**src/rtl/adder_pkg.sv**
```systemverilog
// Shared definitions for the adder board: sequencer state encoding and default datapath width.
package adder_pkg;

  localparam int DEF_WIDTH = 32;

  typedef enum logic [1:0] {
    S_IDLE = 2'd0,
    S_RUN  = 2'd1,
    S_DONE = 2'd2
  } state_t;

endpackage

```
**src/rtl/adder_mul_sequencer_if.sv**
```systemverilog
// Request/product handshake plus the time-shared Adder32 connection of the multiplier sequencer.
interface adder_mul_sequencer_if #(
   parameter int WIDTH = adder_pkg::DEF_WIDTH
);
   logic             start;
   logic [WIDTH-1:0] multiplicand;
   logic [WIDTH-1:0] multiplier;
   logic             busy;
   logic             done;
   logic [WIDTH-1:0] product_hi;
   logic [WIDTH-1:0] product_lo;
   logic [WIDTH-1:0] add_operand1;
   logic [WIDTH-1:0] add_operand2;
   logic             add_carry_in;
   logic [WIDTH-1:0] add_result;
   logic             add_carry_out;

   // master = the board top side (LCD logic plus the Adder32 instance)
   modport master (
      output start, multiplicand, multiplier, add_result, add_carry_out,
      input  busy, done, product_hi, product_lo, add_operand1, add_operand2, add_carry_in
   );

   modport slave (
      input  start, multiplicand, multiplier, add_result, add_carry_out,
      output busy, done, product_hi, product_lo, add_operand1, add_operand2, add_carry_in
   );
endinterface

```
**src/rtl/adder_mul_sequencer.sv**
```systemverilog
// Shift-and-add 2*WIDTH-bit unsigned multiplier that borrows one external WIDTH-bit adder per iteration.
module adder_mul_sequencer
   import adder_pkg::*;
#(
   parameter int WIDTH = DEF_WIDTH,
   parameter int CNT_W = 6
) (
   input  logic                  clk,
   input  logic                  resetn,
   adder_mul_sequencer_if.slave  bus
);

   state_t           r_state;
   logic             r_busy;
   logic             r_done;
   logic [WIDTH-1:0] r_m;
   logic [WIDTH-1:0] r_p_hi;
   logic [WIDTH-1:0] r_p_lo;
   logic [CNT_W-1:0] r_cnt;

   // Adder is fed from registers in every state; its result is only consumed in RUN.
   assign bus.add_operand1 = r_p_hi;
   assign bus.add_operand2 = r_p_lo[0] ? r_m : '0;
   assign bus.add_carry_in = 1'b0;

   assign bus.busy       = r_busy;
   assign bus.done       = r_done;
   assign bus.product_hi = r_p_hi;
   assign bus.product_lo = r_p_lo;

   always_ff @(posedge clk or negedge resetn) begin
      if (!resetn) begin
         r_state <= S_IDLE;
         r_busy  <= 1'b0;
         r_done  <= 1'b0;
         r_m     <= '0;
         r_p_hi  <= '0;
         r_p_lo  <= '0;
         r_cnt   <= '0;
      end else begin
         r_done <= 1'b0;
         case (r_state)
            S_IDLE: begin
               if (bus.start) begin
                  r_m     <= bus.multiplicand;
                  r_p_hi  <= '0;
                  r_p_lo  <= bus.multiplier;
                  r_cnt   <= '0;
                  r_busy  <= 1'b1;
                  r_state <= S_RUN;
               end
            end
            S_RUN: begin
               // Carry-out lands in P_hi[MSB], so the WIDTH+1-bit partial sum is never truncated.
               {r_p_hi, r_p_lo} <= {bus.add_carry_out, bus.add_result, r_p_lo[WIDTH-1:1]};
               r_cnt <= r_cnt + CNT_W'(1);
               if (r_cnt == CNT_W'(WIDTH - 1)) begin
                  r_done  <= 1'b1;
                  r_state <= S_DONE;
               end
            end
            S_DONE: begin
               r_busy  <= 1'b0;
               r_state <= S_IDLE;
            end
            default: begin
               r_busy  <= 1'b0;
               r_state <= S_IDLE;
            end
         endcase
      end
   end

endmodule

```
**src/flat_wrapper.sv**
```systemverilog
// flat-port wrapper written by rule: the top's interface ports become plain ports
module adder_mul_sequencer_flat import adder_pkg::*;
#(
   parameter int WIDTH = DEF_WIDTH,
   parameter int CNT_W = 6
)
  (clk, resetn, bus_start, bus_multiplicand, bus_multiplier, bus_add_result, bus_add_carry_out, bus_busy, bus_done, bus_product_hi, bus_product_lo, bus_add_operand1, bus_add_operand2, bus_add_carry_in);
  adder_mul_sequencer_if #(.WIDTH(WIDTH)) bus_i ();
  input  logic clk;
  input  logic resetn;
  input wire logic [$bits(bus_i.start)-1:0] bus_start;
  input wire logic [$bits(bus_i.multiplicand)-1:0] bus_multiplicand;
  input wire logic [$bits(bus_i.multiplier)-1:0] bus_multiplier;
  input wire logic [$bits(bus_i.add_result)-1:0] bus_add_result;
  input wire logic [$bits(bus_i.add_carry_out)-1:0] bus_add_carry_out;
  output wire logic [$bits(bus_i.busy)-1:0] bus_busy;
  output wire logic [$bits(bus_i.done)-1:0] bus_done;
  output wire logic [$bits(bus_i.product_hi)-1:0] bus_product_hi;
  output wire logic [$bits(bus_i.product_lo)-1:0] bus_product_lo;
  output wire logic [$bits(bus_i.add_operand1)-1:0] bus_add_operand1;
  output wire logic [$bits(bus_i.add_operand2)-1:0] bus_add_operand2;
  output wire logic [$bits(bus_i.add_carry_in)-1:0] bus_add_carry_in;
  assign bus_i.start = bus_start;
  assign bus_i.multiplicand = bus_multiplicand;
  assign bus_i.multiplier = bus_multiplier;
  assign bus_i.add_result = bus_add_result;
  assign bus_i.add_carry_out = bus_add_carry_out;
  assign bus_busy = bus_i.busy;
  assign bus_done = bus_i.done;
  assign bus_product_hi = bus_i.product_hi;
  assign bus_product_lo = bus_i.product_lo;
  assign bus_add_operand1 = bus_i.add_operand1;
  assign bus_add_operand2 = bus_i.add_operand2;
  assign bus_add_carry_in = bus_i.add_carry_in;
  adder_mul_sequencer #(.WIDTH(WIDTH), .CNT_W(CNT_W)) u_core (.clk(clk), .resetn(resetn), .bus(bus_i));
endmodule
```
**config.mk**
```make
export PLATFORM = sky130hd
export DESIGN_NAME = adder_mul_sequencer_flat
export DESIGN_NICKNAME = d
export VERILOG_FILES = /design/src/rtl/adder_pkg.sv /design/src/rtl/adder_mul_sequencer_if.sv /design/src/rtl/adder_mul_sequencer.sv /design/src/flat_wrapper.sv
export SDC_FILE = /design/constraint.sdc
export NUM_CORES = 1
export LEC_CHECK = 0
export ABC_AREA = 0
export CAP_MARGIN = 20
export CORE_UTILIZATION = 38
export DETAILED_ROUTE_END_ITERATION = 8
export HOLD_SLACK_MARGIN = 0.15
export PLACE_DENSITY = 0.82
export SETUP_SLACK_MARGIN = 0.15
export SLEW_MARGIN = 20
export SYNTH_ARGS = -nofsm -noshare
export SYNTH_HDL_FRONTEND = slang
export SYNTH_SLANG_ARGS = --single-unit
```
**constraint.sdc**
```tcl
create_clock -name clk -period 1.5 [get_ports clk]
set_input_delay 0.3 -clock clk [delete_from_list [all_inputs] [get_ports clk]]
set_output_delay 0.3 -clock clk [all_outputs]
set_load 0.05 [all_outputs]
```
**Word level (Yosys, flattened, before mapping)**

Index checks and enable logic that the tools add are counted.

- Logic and storage cells: 33
- Output and inout port bits: 131
- Flip-flop bits (word level): 106

- Mux-type cells: 14
- Reduce and logical (&&, ||, !) cells: 6
- $add $sub $neg: 1
- Bitwise gates (word level): 1
- Equal/unequal tests: 4

Operators with widths:

| operator | count |
|---|---|
| $pmux 32 s2 | 2 |
| $mux 32 | 3 |
| $pmux 6 s2 | 1 |
| $reduce_and 2->1 | 4 |
| $add 6x1->6 const B | 1 |
| $eq 6x5->1 const B | 1 |
| $mux 6 | 1 |
| $mux 2 | 2 |
| $pmux 2 s2 | 1 |
| $mux 1 | 3 |
| $eq 2x1->1 const B | 1 |
| $logic_not 2->1 | 1 |
| $ne 2x1->1 const B | 1 |
| $ne 2x2->1 const B | 1 |
| $pmux 1 s2 | 1 |
| $reduce_bool 2->1 | 1 |
| $not 1->1 | 1 |

**Depth between registers and ports, before layout**

- Word-level depth: 3
- Gate-level depth with buffers: 7

**Least setup slack after synthesis**

OpenSTA, ideal clock, no wires.

- Path kind: register to output
- Start point: register u_core.r_p_lo[0], in the netlist u_core.bus.product_lo[0]
- End point: output bus_add_operand2[12]
- Path buffers: 1
- Stages on the path, launching flop included: 3
- Path slack: -0.164 ns
- Arrival time: 1.364 ns
- Cell sequence: dfrtp_1 -> clkbuf_1 -> and2_1

- Word-level cells in the longest chain between the ends: 1

Ends and longest elaborated chain:

| element | RTL line | RTL |
|---|---|---|
| start: declaration | adder_mul_sequencer.sv:18 | `logic [WIDTH-1:0] r_p_lo;` |
| start signal: assignment | adder_mul_sequencer.sv:47 | `r_p_lo <= bus.multiplier;` |
| start signal: assignment | adder_mul_sequencer.sv:55 | `{r_p_hi, r_p_lo} <= {bus.add_carry_out, bus.add_result, r_p_lo[WIDTH-1:1]};` |
| $mux 32 | adder_mul_sequencer.sv:23 | `assign bus.add_operand2 = r_p_lo[0] ? r_m : '0;` |
| end: declaration | flat_wrapper.sv:21 | `output wire logic [$bits(bus_i.add_operand2)-1:0] bus_add_operand2;` |

No other way between the ends.

**Worst setup path after layout**

- Start point: register u_core.r_state[1]
- End point: register u_core.r_m[24]

- Word-level cells in the longest chain between the ends: 2

Ends and longest elaborated chain:

| element | RTL line | RTL |
|---|---|---|
| start: declaration | adder_mul_sequencer.sv:13 | `state_t r_state;` |
| start signal: assignment | adder_mul_sequencer.sv:33 | `r_state <= S_IDLE;` |
| start signal: assignment | adder_mul_sequencer.sv:50 | `r_state <= S_RUN;` |
| start signal: assignment | adder_mul_sequencer.sv:59 | `r_state <= S_DONE;` |
| $logic_not 2->1 | adder_mul_sequencer.sv:42 | `case (r_state)` |
| $reduce_and 2->1 (no source line) | - |  |
| end signal: assignment | adder_mul_sequencer.sv:45 | `r_m <= bus.multiplicand;` |
| end: declaration | adder_mul_sequencer.sv:16 | `logic [WIDTH-1:0] r_m;` |

No other way between the ends.
A chain may end at the register's enable or synchronous reset.

==> impl_metrics.env <==
export IMPL_status="finished, violations left"
export IMPL_failed_checks="setup timing"
export IMPL_clk_pin_slew_ns=0.08
export IMPL_synth_area_per_cell_um2=11.7
export IMPL_vias_per_cell=5.48
export IMPL_drc=0
export IMPL_setup_viol=98
export IMPL_rows=41
export IMPL_ys_seq_area_share_pct=53.3
export IMPL_drt_wl_total_um=20000
export IMPL_drive_above_1_share_pct=54.6
export IMPL_dp_cells=775
export IMPL_r2r_cells=4
export IMPL_vias=4656
export IMPL_grt_start_max_net_pins=55
export IMPL_clkPwrFrac_pct=11.2
export IMPL_critPathArrivalTime_ns=1.86
export IMPL_drv_slew=0
export IMPL_post_dp_hpwl_um=10900
export IMPL_cp_max_fo=9
export IMPL_cp_top_family="simple AND/OR/NAND/NOR gates"
export IMPL_start_util_pct=39.3
export IMPL_hold_viol=0
export IMPL_power_density_nw_per_um2=2280
export IMPL_cp_required_ns=1.74
export IMPL_p_sw_share_pct=42.9
export IMPL_min_period_ns=1.62
export IMPL_syn_nets=527
export IMPL_drtPass1Iterations=5
export IMPL_cts_tree="yes"
export IMPL_drv_cap=0
export IMPL_placed_cell_area_um2=8640
export IMPL_clk_root_buffer_cell="clkbuf_16"
export IMPL_diodes=0
export IMPL_clk_latency_ns=0.36
export IMPL_reg2reg_from="u_core.r_state[1]"
export IMPL_dieArea_um2=13600
export IMPL_die_w_um=116
export IMPL_fin_area_um2=10400
export IMPL_nets=774
export IMPL_ys_ff_latch=106
export IMPL_track_usage_pct=28.3
export IMPL_grt_antenna_before_repair=0
export IMPL_fp_dieH_um=116
export IMPL_worst_setup_path_end_kind="register"
export IMPL_rsz0062_at_grt="yes"
export IMPL_numPortBuffers=229
export IMPL_hp_class="input port to asynchronous set/reset pin"
export IMPL_pre_cts_ws_ns=-0.620
export IMPL_timing_worst_setup_path_type="register to register"
export IMPL_final_cells=850
export IMPL_r2r_end="u_core.r_m[24]"
export IMPL_synth_cells=426
export IMPL_n_fill_cell=611
export IMPL_layout_setup_ws_ns=-0.121
export IMPL_slowest_delay_ns=0.47
export IMPL_synth_distinct_cells=30
export IMPL_power_frac_seq_pct=24.8
export IMPL_grt_first_pass_wirelength_um=28300
export IMPL_grt_pass1_vias=4961
export IMPL_crit_path_cell_trace="or3b_4 > buf_12 > buf_12 > mux2_4"
export IMPL_cp_start_kind="register"
export IMPL_drt_iter0_drc=244
export IMPL_p_int_uw=13600
export IMPL_netlist_area_um2=4980
export IMPL_antenna_left=0
export IMPL_p_sw_uw=10200
export IMPL_ys_warn_count=0
export IMPL_ioPinCount=231
export IMPL_holdWs_ns=0.498
export IMPL_clock_path_buffers=2
export IMPL_cp_common_cell="buf_12"
export IMPL_p_leak_uw=0.00458
export IMPL_core_area_um2=12700
export IMPL_grt_overflow=0
export IMPL_numCtsBuffers=9
export IMPL_cts_sinks=106
export IMPL_final_period_utilization_pct=108
export IMPL_combPwrFrac_pct=64.0
export IMPL_crit_buf_inv=2
export IMPL_area_growth_pct=109
export IMPL_cts_htree_levels=3
export IMPL_wl_per_cell_um=23.5
export IMPL_fin_util_pct=82.2
export IMPL_vdd_drop_max_uv=1810
export IMPL_slowest_stage="or3b_4"
export IMPL_place_gp_congestion=0.776
export IMPL_clock_fmax_mhz=617
export IMPL_fin_skew_ns=0.0162
export IMPL_ff2ff_setup_slack_ns=-0.12
-- metrics by stage --
stage	TNS, ns	power [µW]
6_report	-6.77	23800
2_1_floorplan	-1.50	12100
3_5_place_dp	-47.96	18400
3_3_place_gp	-42.32	18000
4_1_cts	-4.05	23000
5_1_grt	-8.88	24500
-- placed cells by master, fill, tap and decap left out, drive strengths merged, types with 2 or more instances in the layout --
| cell | n |
|---|---|
| a21oi | 32 |
| a22o | 33 |
| a22oi | 30 |
| and2 | 34 |
| buf | 197 |
| bufbuf | 3 |
| bufinv | 2 |
| clkbuf | 13 |
| clkdlybuf4s50 | 97 |
| clkinvlp | 4 |
| dfrtp | 106 |
| mux2 | 32 |
| mux2i | 2 |
| nand2 | 7 |
| nand3 | 2 |
| nor2b | 32 |
| nor3b | 2 |
| o21ai | 37 |
-- synthesized netlist by cell type --
master / n / area, µm²
mux2_2: 6 / 67.6
o21bai_1: 1 / 7.51
clkbuf_1: 24 / 90.1
nand3_1: 2 / 10.0
o21ai_0: 33 / 165
a22oi_1: 30 / 225
dfrtp_1: 106 / 2650
nand4_1: 1 / 6.26
and3b_1: 1 / 8.76
buf_2: 3 / 15.0
a22o_1: 33 / 289
xor2_1: 1 / 8.76
ha_1: 1 / 12.5
mux2_4: 26 / 390
inv_1: 1 / 3.75
buf_4: 33 / 248
mux2i_1: 2 / 20.0
a21oi_1: 32 / 160
buf_12: 2 / 40.0
o41ai_1: 1 / 8.76
or3b_1: 1 / 8.76
conb_1: 1 / 3.75
o311ai_0: 1 / 8.76
o21ai_1: 4 / 20.0
nor3b_1: 2 / 15.0
and2_1: 34 / 213
buf_6: 4 / 45.0
nor2b_1: 32 / 200
nand2_1: 7 / 26.3
nand2b_1: 1 / 6.26
-- worst max-delay path by stage --
stage | from | end | cells past startpoint
floorplan | u_core.r_state[0] | u_core.r_m[10] | 5
global placement | bus_start | u_core.r_m[10] | 4
detailed placement | bus_start | u_core.bus.product_lo[13] | 6
CTS | u_core.bus.product_lo[0] | bus_add_operand2[21] | 3
global route | u_core.r_state[0] | u_core.bus.product_lo[19] | 8
finish | u_core.r_state[1] | u_core.r_m[24] | 4
-- layer usage --
layer,routed length (µm),GRT usage (%)
met5,0,0
met4,734,12.1
met3,1500,7.01
met2,10700,51.1
met1,7090,31.7
-- power groups by stage --
stage / clock network [µW] / registers (µW) / logic [µW]
CTS: 2640 / 5740 / 14600
global route: 2790 / 6000 / 15700
detailed placement: 0 / 5610 / 12800
global placement: 0 / 5530 / 12500
floorplan: 0 / 7150 / 4930
finish: 2660 / 5890 / 15200
-- sequential cells by signal, indices dropped and copies added, names as in the netlist --
name,flops
u_core.bus.add_operand1,32
u_core.bus.done,1
u_core.bus.product_lo,32
u_core.r_state,2
u_core.bus.busy,1
u_core.r_m,32
u_core.r_cnt,6
-- worst register-to-register path, delay by kind of cell, from the launching register on --
kind / cells / cell delay [ns]
buf+inv: 2 / 0.30
simple gates: 1 / 0.47
flops: 1 / 0.41
mux: 1 / 0.31
-- cell type report --
cell class	instances	area (µm²)	area share [%]
Multi-Input combinational cell	253	2370	22.7
Sequential cell	106	2670	25.6
Clock inverter	6	90.1	0.865
Clock buffer	10	239	2.29
Inverter	1	3.75	0.0360
Timing Repair Buffer	302	4830	46.4
Tap cell	172	215	2.07
-- cells by family (layout without fill, tap and decap cells) --
family / after synthesis / after routing / synth area share, %
AO/OA/AOI/OAI: 135 / 135 / 17.8
XOR/XNOR: 1 / 1 / 0.176
adder cells (fa/ha/maj): 1 / 1 / 0.251
buffers and inverters: 67 / 319 / 8.88
flip-flops: 106 / 106 / 53.3
multiplexers: 34 / 34 / 9.61
other: 1 / 1 / 0.0754
AND/OR/NAND/NOR: 81 / 81 / 9.93
-- repair_timing --
action	CTS	global route
setup endpoints to repair	141	149
buffers inserted	27	12
hold buffers	1	0
cloned	16	3
pin swaps	52	53
resized for setup	117	61
hold endpoints to repair	106	0
Note: power is estimated with default switching activity, not from simulation.
